<file path="src/rtl/jno_pkg.sv">
// Shared constants for the paper-processor sequencer: opcodes, FSM state
// encoding and instruction-word field offsets.
package jno_pkg;

    typedef logic [1:0] op_t;

    localparam op_t OP_INC = 2'b00;
    localparam op_t OP_DEC = 2'b01;
    localparam op_t OP_HLT = 2'b10;
    localparam op_t OP_JNO = 2'b11;

    localparam logic [1:0] ST_IDLE   = 2'd0;
    localparam logic [1:0] ST_FETCH  = 2'd1;
    localparam logic [1:0] ST_EXEC   = 2'd2;
    localparam logic [1:0] ST_HALTED = 2'd3;

    // Instruction word is [op(2) | reg(RW) | tgt(AW)], target in the low bits.
    localparam int TGT_LSB = 0;

    function automatic int reg_lsb(input int aw);
        return aw;
    endfunction

    function automatic int op_lsb(input int rw, input int aw);
        return rw + aw;
    endfunction

endpackage

</file>
<file path="src/rtl/jno_sequencer_if.sv">
// Program-memory fetch channel: the sequencer (master) requests a word at
// mem_addr and memory (slave) answers with mem_ack and mem_data.
interface jno_sequencer_if #(
    parameter int AW = 4,
    parameter int RW = 2
);
    localparam int IW = 2 + RW + AW;

    logic          mem_req;
    logic [AW-1:0] mem_addr;
    logic          mem_ack;
    logic [IW-1:0] mem_data;

    modport master (output mem_req, output mem_addr, input mem_ack, input mem_data);
    modport slave  (input mem_req, input mem_addr, output mem_ack, output mem_data);
endinterface

</file>
<file path="src/rtl/jno_regfile.sv">
// Register file for the sequencer: one increment/decrement write port, a
// combinational operand read and an independent debug read.
module jno_regfile #(
    parameter int RW = 2,
    parameter int DW = 8
) (
    input  logic          clk,
    input  logic          rst_n,
    input  logic          inc_en,
    input  logic          dec_en,
    input  logic [RW-1:0] r,
    output logic [DW-1:0] r_val,
    input  logic [RW-1:0] dbg_sel,
    output logic [DW-1:0] dbg_val
);
    localparam int NREG = 2 ** RW;

    logic [DW-1:0] regs [NREG];

    // Wrap-around in both directions falls out of modulo-2**DW arithmetic.
    always_ff @(posedge clk or negedge rst_n) begin
        if (!rst_n) begin
            for (int i = 0; i < NREG; i++) regs[i] <= '0;
        end else if (inc_en) begin
            regs[r] <= regs[r] + DW'(1);
        end else if (dec_en) begin
            regs[r] <= regs[r] - DW'(1);
        end
    end

    assign r_val   = regs[r];
    assign dbg_val = regs[dbg_sel];

endmodule

</file>
<file path="src/rtl/jno_sequencer.sv">
// Fetch/execute sequencer for the paper processor; drives the registered
// instruct code consumed by the clock-halt gate.
module jno_sequencer
    import jno_pkg::*;
#(
    parameter int AW = 4,
    parameter int RW = 2,
    parameter int DW = 8
) (
    input  logic                   clk,
    input  logic                   rst_n,
    jno_sequencer_if.master        mem,
    input  logic                   resume,
    output logic [1:0]             instruct,
    output logic                   halted,
    output logic [AW-1:0]          pc,
    input  logic [RW-1:0]          reg_sel,
    output logic [DW-1:0]          reg_val
);
    localparam int IW      = 2 + RW + AW;
    localparam int OP_LSB  = op_lsb(RW, AW);
    localparam int REG_LSB = reg_lsb(AW);

    logic [1:0]    state;
    logic [IW-1:0] ir;
    op_t           ir_op;
    logic [RW-1:0] ir_reg;
    logic [AW-1:0] ir_tgt;
    logic [DW-1:0] r_val;
    logic          exec;

    assign ir_op  = ir[OP_LSB +: 2];
    assign ir_reg = ir[REG_LSB +: RW];
    assign ir_tgt = ir[TGT_LSB +: AW];
    assign exec   = (state == ST_EXEC);

    assign mem.mem_req  = (state == ST_FETCH);
    assign mem.mem_addr = pc;

    jno_regfile #(.RW(RW), .DW(DW)) u_regfile (
        .clk     (clk),
        .rst_n   (rst_n),
        .inc_en  (exec && (ir_op == OP_INC)),
        .dec_en  (exec && (ir_op == OP_DEC)),
        .r       (ir_reg),
        .r_val   (r_val),
        .dbg_sel (reg_sel),
        .dbg_val (reg_val)
    );

    // instruct is loaded together with ir so the halt gate sees a flop output
    // that is stable from the EXEC cycle until the next fetch completes.
    always_ff @(posedge clk or negedge rst_n) begin
        if (!rst_n) begin
            state    <= ST_IDLE;
            pc       <= '0;
            ir       <= '0;
            instruct <= OP_INC;
            halted   <= 1'b0;
        end else begin
            case (state)
                ST_IDLE: state <= ST_FETCH;
                ST_FETCH: begin
                    if (mem.mem_ack) begin
                        ir       <= mem.mem_data;
                        instruct <= mem.mem_data[OP_LSB +: 2];
                        state    <= ST_EXEC;
                    end
                end
                ST_EXEC: begin
                    case (ir_op)
                        OP_INC, OP_DEC: begin
                            pc    <= pc + AW'(1);
                            state <= ST_FETCH;
                        end
                        OP_JNO: begin
                            pc    <= (r_val == '0) ? ir_tgt : pc + AW'(1);
                            state <= ST_FETCH;
                        end
                        OP_HLT: begin
                            halted <= 1'b1;
                            state  <= ST_HALTED;
                        end
                    endcase
                end
                ST_HALTED: begin
                    if (resume) begin
                        pc     <= pc + AW'(1);
                        halted <= 1'b0;
                        state  <= ST_FETCH;
                    end
                end
            endcase
        end
    end

endmodule

</file>
<file path="src/flat_wrapper.sv">
// flat-port wrapper written by rule: the top's interface ports become plain ports
module jno_sequencer_flat import jno_pkg::*;
#(
    parameter int AW = 4,
    parameter int RW = 2,
    parameter int DW = 8
)
  (clk, rst_n, resume, instruct, halted, pc, reg_sel, reg_val, mem_mem_req, mem_mem_addr, mem_mem_ack, mem_mem_data);
  jno_sequencer_if #(.AW(AW), .RW(RW)) mem_i ();
  input  logic clk;
  input  logic rst_n;
  input  logic resume;
  output logic [1:0] instruct;
  output logic halted;
  output logic [AW-1:0] pc;
  input  logic [RW-1:0] reg_sel;
  output logic [DW-1:0] reg_val;
  output wire logic [$bits(mem_i.mem_req)-1:0] mem_mem_req;
  output wire logic [$bits(mem_i.mem_addr)-1:0] mem_mem_addr;
  input wire logic [$bits(mem_i.mem_ack)-1:0] mem_mem_ack;
  input wire logic [$bits(mem_i.mem_data)-1:0] mem_mem_data;
  assign mem_mem_req = mem_i.mem_req;
  assign mem_mem_addr = mem_i.mem_addr;
  assign mem_i.mem_ack = mem_mem_ack;
  assign mem_i.mem_data = mem_mem_data;
  jno_sequencer #(.AW(AW), .RW(RW), .DW(DW)) u_core (.clk(clk), .rst_n(rst_n), .mem(mem_i), .resume(resume), .instruct(instruct), .halted(halted), .pc(pc), .reg_sel(reg_sel), .reg_val(reg_val));
endmodule
</file>
<file path="config.mk">
export PLATFORM = sky130hd
export DESIGN_NAME = jno_sequencer_flat
export DESIGN_NICKNAME = d
export VERILOG_FILES = /design/src/rtl/jno_pkg.sv /design/src/rtl/jno_sequencer_if.sv /design/src/rtl/jno_regfile.sv /design/src/rtl/jno_sequencer.sv /design/src/flat_wrapper.sv
export SDC_FILE = /design/constraint.sdc
export NUM_CORES = 1
export LEC_CHECK = 0
export BUFFER_PORTS_ARGS = -buffer_cell sky130_fd_sc_hd__buf_2
export CAP_MARGIN = 25
export CORE_MARGIN = 3
export CORE_UTILIZATION = 39
export DETAILED_ROUTE_END_ITERATION = 10
export GPL_TIMING_DRIVEN = 1
export HOLD_SLACK_MARGIN = 0.15
export PLACE_DENSITY = 0.64
export SETUP_SLACK_MARGIN = 0.4
export SLEW_MARGIN = 20
export SYNTH_ARGS = -nofsm -noshare
export SYNTH_HDL_FRONTEND = slang
export SYNTH_SLANG_ARGS = --single-unit
</file>
<file path="constraint.sdc">
create_clock -name clk -period 5.9 [get_ports clk]
set_input_delay 1.18 -clock clk [delete_from_list [all_inputs] [get_ports clk]]
set_output_delay 1.18 -clock clk [all_outputs]
set_load 0.02 [all_outputs]
</file>
==> results of run 1 <==
==> layer usage <==
metal	vias to the layer above	routed length [um]	GRT usage [%]
li1	1032	-	-
met1	1066	2800	21.8
met2	32	3030	24.3
met3	4	157	2.24
met4	0	53	4.15
met5	-	0	0
==> worst register-to-register path, delay by kind of cell (launching register included) <==
family | cells | cell delay, ns
simple gates | 2 | 1.31
flops | 1 | 0.81
compound gates | 1 | 0.09
mux | 2 | 0.95
==> logic make-up (layout without fill, tap and decap cells) <==
| family | count (synthesis) | count (layout) |
|---|---|---|
| compound gates | 47 | 47 |
| xor+xnor | 4 | 4 |
| fa+ha+maj | 7 | 7 |
| buf+inv | 34 | 52 |
| flops | 47 | 47 |
| mux | 31 | 31 |
| simple gates | 101 | 101 |
==> power groups by stage <==
stage               Combinational (mW)  Sequential (mW)  Clock, mW
finish                           0.923            0.642      0.187
floorplan                        0.790            0.585          0
detailed placement               0.923            0.650          0
global route                      1.04            0.670      0.208
global placement                 0.907            0.642          0
CTS                              0.931            0.640      0.193
==> placed cells by master, fill, tap and decap left out, types with 3 or more instances in the layout <==
cell	n
inv_1	10
a21oi_1	5
ha_1	7
dfrtp_1	47
nand4b_1	5
o21ai_0	21
nand3_1	14
buf_2	33
mux2_2	8
or4_1	3
a211o_1	12
nand4_1	13
nor2_1	12
mux2i_1	6
mux4_2	15
clkbuf_8	5
nand2_1	37
==> layout make-up <==
cell class,instances,area [sq um],share of cell area (%)
Multi-Input combinational cell,190,1510,48.5
Timing Repair Buffer,34,185,5.96
Inverter,10,37.5,1.21
Sequential cell,47,1180,37.9
Clock buffer,7,76.3,2.46
Clock inverter,1,5.00,0.161
Tap cell,96,120,3.87
==> worst paths after layout <==
kind / endpoint / slack [ns]
hold / removal: u_core.u_regfile.regs[11] / 0.50
max in group asynchronous: u_core.mem.mem_addr[0] / 4.56
hold reg to reg: u_core.u_regfile.regs[11] / 0.50
setup reg to reg: u_core.mem.mem_addr[3] / 2.59
min in group asynchronous: u_core.u_regfile.regs[6] / 0.83
setup / recovery: reg_val[2] / 2.53
==> per-stage QoR <==
stage	area (sq um)	setup WS, ns	utilization, %
CTS	3110	2.49	44.7
global placement	3010	2.50	43.3
global route	3110	2.37	44.7
floorplan	2850	2.48	-
finish	3110	2.53	44.7
detailed placement	3030	2.50	43.6
==> results.ini, run 1 <==
[timing]
hold_slack_ns=0.504
relSlewSlack_pct=40.2
post-route-period-util_pct=57.2
fin_crit_ns=3.37
fin_setup_tns_ns=0
rsz0062_at_grt=no
worst_slew_pin_slew_ns=0.891
finalSetupViolations=0
finalClockSkew_ns=0.00347
slew_viol_final=0
fmax_mhz=297
finalHoldViolCount=0

[clock_tree]
postCtsSetupBuffers=0
h-tree-depth=2
insertion_delay_ns=0.29
ctsResizeCount=0
cts_hold_buffers=0
clock_path_buffers=2
cts-root-buf=clkbuf_8
cts_sinks=47
clkTransAtPathRegs_ns=0.08
cts_buffers=5
cts_tree=done

[synthesis]
async_flop_share_pct=100
synthSimpleGateAreaFrac_pct=18.5
synth_xor_area_share_pct=1.23
synth_warnings=0
synth-adder-area-share_pct=3.07
synth_area_sq_um=2850
synthTopCellsByCount=dfrtp_1 (47), nand2_1 (37), o21ai_0 (21)
synth_top_family_by_area=multiplexers
synth_compound_area_share_pct=11.1
synth_edf_count=0
synthTopCellsByArea=dfrtp_1 (41%), mux4_2 (12%), nand2_1 (4.9%), o21ai_0 (3.7%), a211o_1 (3.7%)
synthCells=271
yosysUniqueCellTypes=41
yosysTopAreaCellShare_pct=41.3
yosys_register_bits=47
synth_most_common_cell=dfrtp_1
ys.flop_type=dfrtp_1
synth.avg_cell_area_sq_um=10.5
ys_seq_area_share_pct=41.3
synth_largest_area_cell=dfrtp_1
muxShareOfSynthArea_pct=19.0
syn_nets=292

[die]
pin_count=34
row_count=30
coreArea_sq_um=6940
start_util_pct=41.0
die-height_um=91.5
dieArea_sq_um=8370
die_w_um=91.5

[layout]
layout.cells.non_filler=385
drive_gt1_share_pct=23.9
area_growth_pct=9.05
layout.nets=309
antenna_cells=0
largest_register_ffs=28
fill_cells=649

[route]
routed_wl_um=6040
vias_per_cell=5.54
drtAntennaViolNets=0
wl_per_cell_um=15.7
firstDrtPassIters=4
drc=0
drt_iter0_markers=195
via_count=2134

[global_routing]
grt_pass1_vias=2092
antenna_found_initial=0
gr-total-overflow=0
grt_use_total_pct=15.3
grt_pass1_wl_um=10300
grt_max_degree=29

[setup_path]
path_buf_inv=2
end_kind=primary output
crit_type=in -> out
arrival_ns=2.19
r2r_cells=5
crit_chain=buf_2 -> mux4_2 -> buf_2
cp_max_fo=8
start_kind=primary input
worstSetupPathDepth=3
crit_family=multiplexers
max_stage_delay_ns=0.56
critPathRequiredTime_ns=4.72
worst_path_most_repeated_cell=buf_2
rr_startpoint=u_core.ir[4]
slowest_stage=mux4_2
cp-startpoint=reg_sel[0]

[pwr]
p_sw_share_pct=45.6
p_switching_mw=0.799
pwr-share-seq_pct=36.6
powerDensity_nw_per_um2=564
power.internal_mw=0.953
vdd.ir_drop.worst_uv=148
pwr-share-comb_pct=52.7
cellLeakagePower_nw=1.39
power_mw=1.75
clockPowerShare_pct=10.7

[worst_hold_path]
holdPathStages=2
hold_class=reg -> reg
min_from=u_core.u_regfile.regs[11]

[job]
maxCapViolCount=0

[placement]
placed_cells=377
gp_congestion=0.805
dpl.hpwl_um=4360
port_buffers=33

[outcome]
outcome=complete, no violations

Note: power is estimated with default switching activity, not from simulation.
==> run 2: changes to the inputs <==
==> constraint.sdc (replaced) <==
create_clock -name clk -period 3.2 [get_ports clk]
set_input_delay 0.64 -clock clk [delete_from_list [all_inputs] [get_ports clk]]
set_output_delay 0.64 -clock clk [all_outputs]
set_load 0.02 [all_outputs]
==> run 2 against run 1 <==
- final area increased by 4.1%
- core utilization increased by 1.8 points
- register-to-register slack lost 2.1 ns
- critical path type is now reg -> reg
- critical endpoint is now u_core.u_regfile.regs[7]
==> results.ini, run 2 (synthesis results as in run 1) <==
[clock_tree]
cts_hold_buffers=0  ; unchanged
clock_path_buffers=2  ; unchanged
cts_tree=done
cts_sinks=47  ; unchanged
cts-root-buf=clkbuf_8
h-tree-depth=2  ; unchanged
clkTransAtPathRegs_ns=0.08  ; about the same
insertion_delay_ns=0.31  ; +0.02 ns
cts_buffers=5  ; unchanged

[route]
routed_wl_um=6570  ; +8.8%
drc=0  ; unchanged
drt_iter0_markers=113  ; -42%
firstDrtPassIters=4  ; unchanged
via_count=2203  ; +3.2%
vias_per_cell=5.58  ; +0.62%
wl_per_cell_um=16.6  ; +6.0%
drtAntennaViolNets=0  ; unchanged

[setup_path]
start_kind=flip-flop
crit_type=reg -> reg
r2r_cells=5  ; unchanged
critPathRequiredTime_ns=3.44  ; -1.28 ns
end_kind=flip-flop
rr_startpoint=u_core.ir[4]
cp_max_fo=8  ; unchanged
ff2ff_setup_slack_ns=0.53  ; -2.06 ns
reg2reg_to=u_core.u_regfile.regs[7]
arrival_ns=2.91  ; +0.72 ns

[die]
coreArea_sq_um=6940  ; unchanged
die_w_um=91.5  ; unchanged
dieArea_sq_um=8370  ; unchanged
start_util_pct=41.0  ; unchanged
pin_count=34  ; unchanged
die-height_um=91.5  ; unchanged
row_count=30  ; unchanged

[timing]
fmax_mhz=375
relSlewSlack_pct=40.0  ; -0.16 points
fin_setup_tns_ns=0  ; unchanged
finalHoldViolCount=0  ; unchanged
finalSetupViolations=0  ; unchanged
rsz0062_at_grt=no
post-route-period-util_pct=83.3
fin_crit_ns=2.67
layout_setup_ws_ns=0.534  ; -1.99 ns
slew_viol_final=0  ; unchanged
finalClockSkew_ns=0.0102  ; +0.00674 ns
worst_slew_pin_slew_ns=0.893  ; +0.00235 ns

[job]
maxCapViolCount=0  ; unchanged

[global_routing]
grt_pass1_vias=2037  ; -2.6%
gr-total-overflow=0  ; unchanged
grt_max_degree=29  ; unchanged
grt_pass1_wl_um=10700  ; +4.0%
antenna_found_initial=0  ; unchanged
grt_use_total_pct=16.0  ; +0.74 points

[layout]
layout.nets=319  ; +3.2%
antenna_cells=0  ; unchanged
largest_register_ffs=28  ; unchanged
final_cell_mix=dfrtp_1 (46), nand2_1 (37), buf_2 (33), o21ai_0 (21), mux4_2 (15)
drive_gt1_share_pct=28.4  ; +4.6 points
area_growth_pct=13.5
layout_commonest_cell=dfrtp_1
fill_cells=670  ; +3.2%

[placement]
gp_congestion=0.873  ; +8.5%
preCtsSetupSlack_ns=0.204  ; -2.30 ns
port_buffers=33  ; unchanged
dpl.hpwl_um=4670  ; +7.2%

[pwr]
cellLeakagePower_nw=1.46  ; +5.1%
power_mw=3.52  ; +100%
powerDensity_nw_per_um2=1090  ; +93%
vdd.ir_drop.worst_uv=272  ; +84%

[worst_hold_path]
hold_class=in -> async

[outcome]
outcome=complete, no violations

==> run 2: cell count changes in the layout (fill, tap and decap cells not counted), moves of 2 or more <==
| cell | previous run | this run |
|---|---|---|
| buf_4 | 0 | 9 |
| or4_1 | 3 | 1 |
| clkbuf_1 | 2 | 0 |
| or4_4 | 0 | 2 |
==> run 2: through the flow <==
stage	util [%]	hold slack (ns)	std cells	instance area [sq um]
detailed placement	44.0	0.495	381	3060
global placement	43.7	0.488	380	3040
CTS	45.8	0.305	389	3180
finish	46.6	0.289	395	3230
floorplan	-	0.344	271	2850
global route	46.6	0.321	395	3230
==> run 2: routing by layer <==
metal / wire [um] / track usage [%] / vias up
met2: 3240 / 25.9 / 40
met5: 0 / 0 / -
met4: 71 / 4.52 / 0
li1: - / - / 1046
met3: 257 / 2.49 / 7
met1: 3010 / 22.3 / 1110
==> run 2: worst max path at each step <==
stage / start / to / slack (ns)
6_report: u_core.ir[4] / u_core.u_regfile.regs[7] / 0.53
4_1_cts: u_core.ir[4] / u_core.mem.mem_addr[3] / 0.44
2_1_floorplan: u_core.ir[4] / u_core.mem.mem_addr[1] / 0.53
3_5_place_dp: u_core.ir[4] / u_core.mem.mem_addr[2] / 0.20
3_3_place_gp: u_core.ir[4] / u_core.mem.mem_addr[1] / 0.32
5_1_grt: u_core.ir[4] / u_core.mem.mem_addr[2] / 0.42
==> run 2: worst max-delay path, stage by stage (launching register included) <==
cell and delay, ns:
dfrtp_2 0.50, mux4_2 0.61, or4_4 0.55, or4b_4 0.59, a211o_1 0.28, nand3_1 0.07
==> run 2: layout make-up <==
class | instances | area (sq um) | area share (%)
multi-input cells | 190 | 1520 | 46.9
flip-flops and latches | 47 | 1180 | 36.4
repair buffers | 44 | 264 | 8.16
well taps | 96 | 120 | 3.71
clock buffers | 6 | 82.6 | 2.55
inverters | 10 | 37.5 | 1.16
clock inverters | 2 | 35.0 | 1.08
==> run 2: power by group <==
group          total (mW)  switching [mW]  internal (mW)
Clock               0.456           0.203          0.253
Sequential           1.16           0.294          0.863
Combinational        1.90            1.06          0.843
Total                3.52            1.56           1.96
==> run 2: timing repair <==
item / CTS / global route
setup buffers: 0 / 6
pin swaps: 0 / 4
resized for setup: 3 / 2
setup endpoints to repair: 8 / 15
